==> config.mk <==
export PLATFORM = sky130hd
export DESIGN_NAME = ecc_scrub_ctrl
export DESIGN_NICKNAME = d
export VERILOG_FILES = /design/src/rtl/ecc_scrub_pkg.sv /design/src/rtl/ecc_sat_counter.sv /design/src/rtl/ecc_scrub_ctrl.sv
export SDC_FILE = /design/constraint.sdc
export NUM_CORES = 1
export LEC_CHECK = 0
export CAP_MARGIN = 15
export CORE_MARGIN = 5
export CORE_UTILIZATION = 30
export CTS_BUF_LIST = sky130_fd_sc_hd__clkbuf_4
export CTS_CLUSTER_DIAMETER = 150
export DETAILED_ROUTE_END_ITERATION = 7
export PLACE_DENSITY_LB_ADDON = 0.3
export SYNTH_ARGS = -nofsm -noshare
export SYNTH_HDL_FRONTEND = slang
export SYNTH_SLANG_ARGS = --single-unit
export TNS_END_PERCENT = 5
==> constraint.sdc <==
create_clock -name clk_i -period 4.9 [get_ports clk_i]
set_clock_uncertainty 0.2 [all_clocks]
set_input_delay 1.225 -clock clk_i [delete_from_list [all_inputs] [get_ports clk_i]]
set_output_delay 1.225 -clock clk_i [all_outputs]
set_load 0.1 [all_outputs]
==> src/rtl/ecc_scrub_pkg.sv <==
// Shared types and defaults for the ECC scrub control stage.
// Holds the scheduler state encoding and the subsystem's default period/burst.
package ecc_scrub_pkg;

    typedef enum logic [1:0] {
        Off   = 2'd0,
        Wait  = 2'd1,
        Burst = 2'd2
    } scrub_ctrl_state_e;

    localparam int unsigned DefaultPeriod = 255;
    localparam int unsigned DefaultBurst  = 16;

endpackage

==> src/rtl/ecc_sat_counter.sv <==
// Saturating event counter with a synchronous clear that overrides a same-cycle increment.
module ecc_sat_counter #(
    parameter int Width = 16
) (
    input  logic             clk_i,
    input  logic             rst_ni,
    input  logic             inc,
    input  logic             clr,
    output logic [Width-1:0] count
);

    logic [Width-1:0] count_q;

    always_ff @(posedge clk_i or negedge rst_ni) begin
        if (!rst_ni) begin
            count_q <= '0;
        end else if (clr) begin
            count_q <= '0;
        end else if (inc && (count_q != {Width{1'b1}})) begin
            count_q <= count_q + Width'(1);
        end
    end

    assign count = count_q;

endmodule

==> src/rtl/ecc_scrub_ctrl.sv <==
// Duty-cycled scrub trigger generator plus error event counters and sticky interrupt
// for the cache ECC scrubber.
module ecc_scrub_ctrl
    import ecc_scrub_pkg::*;
#(
    parameter int PeriodWidth = 16,
    parameter int BurstWidth  = 8,
    parameter int CntWidth    = 16
) (
    input  logic                   clk_i,
    input  logic                   rst_ni,
    input  logic                   enable_i,
    input  logic [PeriodWidth-1:0] period_i,
    input  logic [BurstWidth-1:0]  burst_i,
    input  logic                   intc_busy_i,
    output logic                   scrub_trigger_o,
    input  logic                   bit_corrected_i,
    input  logic                   uncorrectable_i,
    input  logic                   clear_i,
    input  logic [CntWidth-1:0]    corr_threshold_i,
    output logic [CntWidth-1:0]    corr_count_o,
    output logic [CntWidth-1:0]    uncorr_count_o,
    output logic                   uncorr_seen_o,
    output logic                   irq_o
);

    scrub_ctrl_state_e      state_q;
    logic [PeriodWidth-1:0] timer_q;
    logic [BurstWidth-1:0]  burst_cnt_q;
    logic                   trigger_q;

    // trigger_q is kept in lockstep with state_q == Burst so the output is a plain flop.
    always_ff @(posedge clk_i or negedge rst_ni) begin
        if (!rst_ni) begin
            state_q     <= Off;
            timer_q     <= '0;
            burst_cnt_q <= '0;
            trigger_q   <= 1'b0;
        end else if (!enable_i) begin
            state_q   <= Off;
            trigger_q <= 1'b0;
        end else begin
            case (state_q)
                Off: begin
                    state_q   <= Wait;
                    timer_q   <= period_i;
                    trigger_q <= 1'b0;
                end
                Wait: begin
                    if (timer_q != '0) begin
                        timer_q <= timer_q - PeriodWidth'(1);
                    end else if (burst_i != '0) begin
                        state_q     <= Burst;
                        burst_cnt_q <= burst_i;
                        trigger_q   <= 1'b1;
                    end else begin
                        timer_q <= period_i;
                    end
                end
                Burst: begin
                    // Busy cycles starve the scrubber, so they are not charged to the burst.
                    if (!intc_busy_i) begin
                        burst_cnt_q <= burst_cnt_q - BurstWidth'(1);
                        if (burst_cnt_q <= BurstWidth'(1)) begin
                            state_q   <= Wait;
                            timer_q   <= period_i;
                            trigger_q <= 1'b0;
                        end
                    end
                end
                default: begin
                    state_q   <= Off;
                    trigger_q <= 1'b0;
                end
            endcase
        end
    end

    assign scrub_trigger_o = trigger_q;

    ecc_sat_counter #(
        .Width (CntWidth)
    ) u_corr_cnt (
        .clk_i  (clk_i),
        .rst_ni (rst_ni),
        .inc    (bit_corrected_i),
        .clr    (clear_i),
        .count  (corr_count_o)
    );

    ecc_sat_counter #(
        .Width (CntWidth)
    ) u_uncorr_cnt (
        .clk_i  (clk_i),
        .rst_ni (rst_ni),
        .inc    (uncorrectable_i),
        .clr    (clear_i),
        .count  (uncorr_count_o)
    );

    // Threshold compares against the count as it will be after this cycle's pulse.
    logic [CntWidth-1:0] corr_count_d;
    logic                thr_hit;

    always_comb begin
        corr_count_d = corr_count_o;
        if (bit_corrected_i && (corr_count_o != {CntWidth{1'b1}})) begin
            corr_count_d = corr_count_o + CntWidth'(1);
        end
        thr_hit = (corr_threshold_i != '0) && (corr_count_d >= corr_threshold_i);
    end

    logic uncorr_seen_q;
    logic irq_q;

    always_ff @(posedge clk_i or negedge rst_ni) begin
        if (!rst_ni) begin
            uncorr_seen_q <= 1'b0;
            irq_q         <= 1'b0;
        end else if (clear_i) begin
            uncorr_seen_q <= 1'b0;
            irq_q         <= 1'b0;
        end else begin
            if (uncorrectable_i) begin
                uncorr_seen_q <= 1'b1;
            end
            if (thr_hit || uncorrectable_i) begin
                irq_q <= 1'b1;
            end
        end
    end

    assign uncorr_seen_o = uncorr_seen_q;
    assign irq_o         = irq_q;

endmodule

==> results of run 1 <==
==> critical path: stages <==
cell	delay, ns
clkdlybuf4s50_1	0.51
nand4_1	0.32
or4_1	0.58
xnor2_1	0.20
ha_1	0.29
a21oi_1	0.15
o21a_1	0.16
o211ai_1	0.08
o21ai_0	0.19
a311oi_1	0.11
==> synthesized netlist by cell type (2+ instances only) <==
cell / number / area [um^2]
nor4_1: 14 / 87.6
o211ai_1: 2 / 15.0
a21oi_1: 22 / 110
nor2_1: 38 / 143
nor4b_1: 2 / 17.5
nand3_1: 16 / 80.1
o21ai_0: 32 / 160
nor3_1: 30 / 150
or3b_2: 3 / 26.3
and2_1: 2 / 12.5
nor2b_1: 19 / 119
nand2_1: 22 / 82.6
o21bai_1: 2 / 15.0
nand2b_1: 6 / 37.5
xor2_1: 11 / 96.3
or4_1: 4 / 30.0
inv_1: 29 / 109
and4_1: 3 / 26.3
ha_1: 22 / 275
dfrtp_1: 60 / 1500
nor3b_1: 3 / 22.5
nand4_1: 12 / 75.1
mux2i_1: 15 / 150
a2bb2oi_1: 5 / 43.8
a211oi_1: 4 / 30.0
o2bb2ai_1: 8 / 70.1
xnor2_1: 13 / 114
or3_1: 9 / 56.3
o31ai_1: 2 / 15.0
clkbuf_1: 10 / 37.5
buf_6: 2 / 22.5
o22ai_1: 3 / 18.8
buf_2: 3 / 15.0
o41ai_1: 4 / 35.0
o21ai_1: 2 / 10.0
==> final timing paths <==
| kind | cells after the start | to | slack, ns |
|---|---|---|---|
| worst max-delay path | 10 | irq_o$_DFFE_PN0P_ | 1.18 |
| worst min-delay path | 2 | uncorr_seen_o$_DFFE_PN0P_ | 0.30 |
| worst max register to register | 10 | irq_o$_DFFE_PN0P_ | 1.59 |
| worst min register to register | 2 | uncorr_seen_o$_DFFE_PN0P_ | 0.30 |
| max in group asynchronous | 2 | timer_q[1]$_DFFE_PN0P_ | 2.99 |
| min in group asynchronous | 1 | burst_cnt_q[0]$_DFFE_PN0P_ | 0.59 |
==> layout make-up <==
class	count	area, um^2	share of cell area
multi-input combinational	344	2260	0.447
sequential	60	1500	0.297
timing repair buffer	85	836	0.165
tap	176	220	0.0436
inverter	29	109	0.0215
clock buffer	10	75.1	0.0149
clock inverter	5	53.8	0.0106
==> state kept, by name (all words and copies together), names as in the netlist <==
signal              flops
uncorr_seen_o           1
timer_q                16
burst_cnt_q             8
state_q                 2
u_uncorr_cnt.count     16
irq_o                   1
u_corr_cnt.count       16
==> kinds of logic (layout without fill, tap and decap cells) <==
group	after synthesis	count (layout)	synth area share
buffers and inverters	45	129	0.0503
multiplexers	16	16	0.0408
adder cells (fa/ha/maj)	22	22	0.0697
AO/OA/AOI/OAI	95	95	0.152
XOR/XNOR	24	24	0.0532
AND/OR/NAND/NOR	187	187	0.254
flip-flops	60	60	0.380
==> placed cells by master (no fill, tap or decap), types with 5 or more instances in the layout <==
master            n
o21ai_0          32
a21oi_1          22
nor4_1           14
a2bb2oi_1         5
nand3_1          16
clkbuf_4         10
clkdlybuf4s50_1  80
or3_1             9
nand2b_1          6
dfrtp_1          60
nand2_1          22
mux2i_1          15
inv_1            29
ha_1             22
nor2_1           38
nor3_1           30
xnor2_1          13
nor2b_1          19
o2bb2ai_1         8
nand4_1          12
xor2_1           11
==> routing by layer <==
metal / vias up / global-route usage / routed length [um]
met1: 1743 / 0.182 / 4920
met4: 0 / 0.0516 / 182
met3: 16 / 0.0364 / 516
li1: 1792 / - / -
met5: - / 0 / 0
met2: 86 / 0.222 / 4930
==> power groups by stage <==
stage	sequential (mW)	clock (mW)	combinational, mW
after floorplan	0.600	0	0.131
after global placement	0.580	0	0.242
after detailed placement	0.581	0	0.246
after CTS	0.572	0.370	0.248
after global routing	0.579	0.390	0.271
final	0.572	0.354	0.244
==> through the flow <==
stage | area, um^2 | setup slack, ns
finish | 5050 | 1.18
global route | 5050 | 1.03
CTS | 5050 | 1.23
detailed placement | 4920 | 0.740
global placement | 4920 | 0.893
floorplan | 3950 | 1.24
==> impl_metrics.toml, run 1 <==
[final_layout]
nNetsFinal = 598
drive_gt1_frac = 0.0525
antenna-diode-count = 0
n_fill_cell = 1307
final_core_util = 0.386
area_growth_pct = 27.9
final_cells = 709

[clock_network]
postCtsResizedCells = 0
deepest_level_of_the_cts_h_tree = 3
cts_sinks = 60
clockRootBuffer = "clkbuf_4"
cts-buffers-inserted = 9
cts_tree = "yes"
hold_buf_cts = 0
clock_network_latency_to_the_later_pin_of_the_worst_skew_pair_ns = 0.43
buffer_levels_on_the_longest_clock_path = 2
clock_pin_slew_of_the_registers_on_the_worst_case_setup_and_hold_paths_ns = 0.11
setup_buffers_after_cts = 0

[grt]
grt_antenna_before_repair = 0
global_route_wire_length_before_repair_um = 18000
first_global_vias = 3595
global_route.usage.total = 0.139
grt_overflow = 0
largest_net_degree_at_the_start_of_global_routing = 36

[power_and_ir_drop]
combPwrFrac = 0.209
power_density_nw_per_um2 = 232
p_switching_mw = 0.379
vdd_drop_max_uv = 105
clock_power_share = 0.302
p_sw_frac = 0.324
internal_power_mw = 0.791
total_power_mw = 1.17
power_frac_seq = 0.489
leakagePower_nw = 2.06

[logic_synthesis]
synthArstFlopShare = 1.00
yosysWarningCount = 0
synth_area_um2 = 3950
synthesis.instances = 449
synth_edf_count = 0
register_bit_total_from_synthesis = 60
synth.avg_cell_area_um2 = 8.80
synth_nets = 518
synth_ff_type = "dfrtp_1"
synth.distinct_cells = 50
seq_area_frac_synth = 0.380

[floorplanning]
initial_util = 0.302
design.die.area_um2 = 15600
core_um2 = 13100
die_w_um = 125
rows = 42
ios = 82
die_outline_height_um = 125

[setup_path]
cp_data_arrival_time_ns = 3.83
cp_data_required_time_ns = 5.01
crit_type = "in2reg"
worst-path-max-fanout = 8
worst_setup_path_end_kind = "flop"
reg_to_reg_critical_path_startpoint = "u_corr_cnt.count[4]$_DFF_PN0_"
setup_crit_start_kind = "input pin"
crit_path_start = "bit_corrected_i"

[place]
placed_cells = 694
numPortBuffers = 81
hpwlAfterDp_um = 7930
final_replace_weighted_congestion = 0.889

[timing]
max-slew-margin-rel = 0.284
fmaxAchievable_mhz = 269
layout_min_cycle_time_ns = 3.72
timing_worst_slew_pin_value_ns = 1.07
rsz0062_at_grt = "no"
final-max-slew-violation-count = 0
hold_viol_final = 0
finalSetupViolCount = 0
timing.hold.ws_ns = 0.304
totalNegativeSetupSlack_ns = 0
period_share = 0.759

[job]
max_cap_violations = 0

[worst_hold_path]
worst_hold_startpoint = "uncorr_seen_o$_DFFE_PN0P_"
hold_class = "reg2reg"

[detailed_routing]
count_of_routing_violations_after_the_opening_detailed_route_iteration = 199
detail_route.first_pass.iterations = 6
postRouteWirelength_um = 10500
drt-vias-per-instance = 5.13
drc = 0
detail_route.wl_per_cell_um = 14.9
routed-via-count = 3637
antenna_left = 0

[outcome]
run_status = "finished clean"
(Power assumes the default switching activity.)
==> run 2, diff against run 1 <==
==> constraint.sdc (replaced) <==
create_clock -name clk_i -period 3.1 [get_ports clk_i]
set_clock_uncertainty 0.2 [all_clocks]
set_input_delay 0.775 -clock clk_i [delete_from_list [all_inputs] [get_ports clk_i]]
set_output_delay 0.775 -clock clk_i [all_outputs]
set_load 0.1 [all_outputs]
==> run 2 against run 1 <==
  * Non-clock buffer count rose by 28
  * Worst hold slack improved by 0.0085 ns
  * Global-route usage increased by 0.65 points
  * Clock power increased by 93%
  * Sequential power increased by 58%
  * Final cell count increased by 4.1%
  * Setup slack worse by 1.1 ns
  * Largest cell class unchanged
  * Largest power group unchanged
==> impl_metrics.toml, run 2 (same netlist as run 1, synthesis figures left out) <==
[floorplanning]
design.die.area_um2 = 15600
ios = 82
die_w_um = 125
initial_util = 0.302
core_um2 = 13100
die_outline_height_um = 125
rows = 42

[power_and_ir_drop]
p_switching_mw = 0.640
internal_power_mw = 1.35
power_frac_seq = 0.453
power_density_nw_per_um2 = 379
total_power_mw = 1.99
vdd_drop_max_uv = 157
clock_power_share = 0.342
leakagePower_nw = 2.27
p_sw_frac = 0.321
combPwrFrac = 0.206

[grt]
largest_net_degree_at_the_start_of_global_routing = 34
grt.met3_usage = 0.0330
gr-max-usage-layer = "met2"
global_route.usage.total = 0.146
first_global_vias = 3771
grt_antenna_before_repair = 0
global_route_wire_length_before_repair_um = 18900
met2_demand_to_capacity_share_in_global_routing = 0.236
grt_overflow = 0
grtUsageMet1 = 0.190

[final_layout]
layout_common_cells = "buf_4 (66), clkdlybuf4s50_1 (45), dfrtp_1 (44)"
layout_commonest_cell = "buf_4"
final_core_util = 0.402
drive_gt1_frac = 0.196
area_growth_pct = 33.1
antenna-diode-count = 0
nNetsFinal = 626

[clock_network]
cts_tree = "yes"
cts_sinks = 60
cts-buffers-inserted = 9
clock_network_latency_to_the_later_pin_of_the_worst_skew_pair_ns = 0.44
deepest_level_of_the_cts_h_tree = 3
clock_pin_slew_of_the_registers_on_the_worst_case_setup_and_hold_paths_ns = 0.12
clockRootBuffer = "clkbuf_4"
buffer_levels_on_the_longest_clock_path = 2
setup_buffers_after_cts = 0

[timing]
layout_min_cycle_time_ns = 2.98
timing_worst_slew_pin_value_ns = 1.02
fmaxAchievable_mhz = 335
period_share = 0.962
final-max-slew-violation-count = 0
hold_viol_final = 0
finalSetupViolCount = 0
max-slew-margin-rel = 0.316

[setup_path]
crit_path_start = "u_corr_cnt.count[0]$_DFF_PN0_"
crit_type = "reg2reg"
cp_data_arrival_time_ns = 3.09
worst_setup_path_end_kind = "flop"
reg_to_reg_critical_path_startpoint = "u_corr_cnt.count[0]$_DFF_PN0_"
setup_crit_start_kind = "flop"
worst-path-max-fanout = 7
cp_data_required_time_ns = 3.21

[worst_hold_path]
hold_class = "reg2reg"
worst_hold_startpoint = "uncorr_seen_o$_DFFE_PN0P_"

[place]
hpwlAfterDp_um = 8350
final_replace_weighted_congestion = 0.881
numPortBuffers = 81

[job]
max_cap_violations = 0

[detailed_routing]
routed-via-count = 3782
count_of_routing_violations_after_the_opening_detailed_route_iteration = 210
detail_route.wl_per_cell_um = 14.9
drc = 0
drt-vias-per-instance = 5.12
antenna_left = 0
postRouteWirelength_um = 11000
detail_route.first_pass.iterations = 4

[outcome]
run_status = "finished clean"
-- run 2: power groups by stage --
stage,logic (mW),registers (mW),clock network [mW]
3_3_place_gp,0.403,0.913,0
6_report,0.410,0.902,0.682
4_1_cts,0.414,0.901,0.699
3_5_place_dp,0.411,0.915,0
2_1_floorplan,0.207,0.948,0
5_1_grt,0.453,0.911,0.741
-- run 2: metal layers --
| layer | routed length (um) | vias up |
|---|---|---|
| met5 | 0 | - |
| met4 | 185 | 0 |
| met3 | 489 | 12 |
| met2 | 5170 | 102 |
| met1 | 5170 | 1805 |
| li1 | - | 1863 |
-- run 2: final timing paths --
| kind | end | slack [ns] | depth (start not counted) |
|---|---|---|---|
| max | irq_o$_DFFE_PN0P_ | 0.12 | 12 |
| min | uncorr_seen_o$_DFFE_PN0P_ | 0.31 | 2 |
| max reg2reg | irq_o$_DFFE_PN0P_ | 0.12 | 12 |
| min reg2reg | uncorr_seen_o$_DFFE_PN0P_ | 0.31 | 2 |
| max in group asynchronous | u_corr_cnt.count[3]$_DFF_PN0_ | 1.62 | 3 |
| min in group asynchronous | u_corr_cnt.count[10]$_DFF_PN0_ | 0.44 | 2 |
-- run 2: final cells by class --
cell class	count	area, um^2
multi-input combinational	344	2270
clock buffer	10	75.1
clock inverter	6	88.8
fill	1337	7830
sequential	60	1530
timing repair buffer	113	961
inverter	29	109
tap	176	220
-- run 2: worst max-delay path, cell delays in order, from the launching register on --
cell and delay, ns:
dfrtp_2 0.42, ha_1 0.23, nand2_1 0.09, nor3_1 0.05
buf_4 0.16, or4_1 0.56, xnor2_2 0.16, ha_1 0.31
a21oi_1 0.15, o21a_1 0.16, o211ai_1 0.08, o21ai_1 0.17
a311oi_1 0.10
-- run 2: through the flow --
step / setup TNS (ns) / cells / setup slack [ns] / instance area (um^2) / hold slack, ns
final: 0 / 738 / 0.117 / 5260 / 0.312
after CTS: 0 / 738 / 0.0597 / 5250 / 0.319
after detailed placement: -1.23 / 721 / -0.367 / 5080 / 0.288
after global routing: -0.0143 / 738 / -0.0143 / 5260 / 0.354
after global placement: -0.760 / 721 / -0.333 / 5080 / 0.279
after floorplan: 0 / 449 / 0.00595 / 3990 / 0.270
-- run 2: what timing repair did --
| item | in CTS | in global routing |
|---|---|---|
| hold buffers | 1 | 0 |
| setup endpoints to repair | 0 | 1 |
| endpoints found under the hold margin | 1 | 0 |
| resized for setup | 0 | 2 |
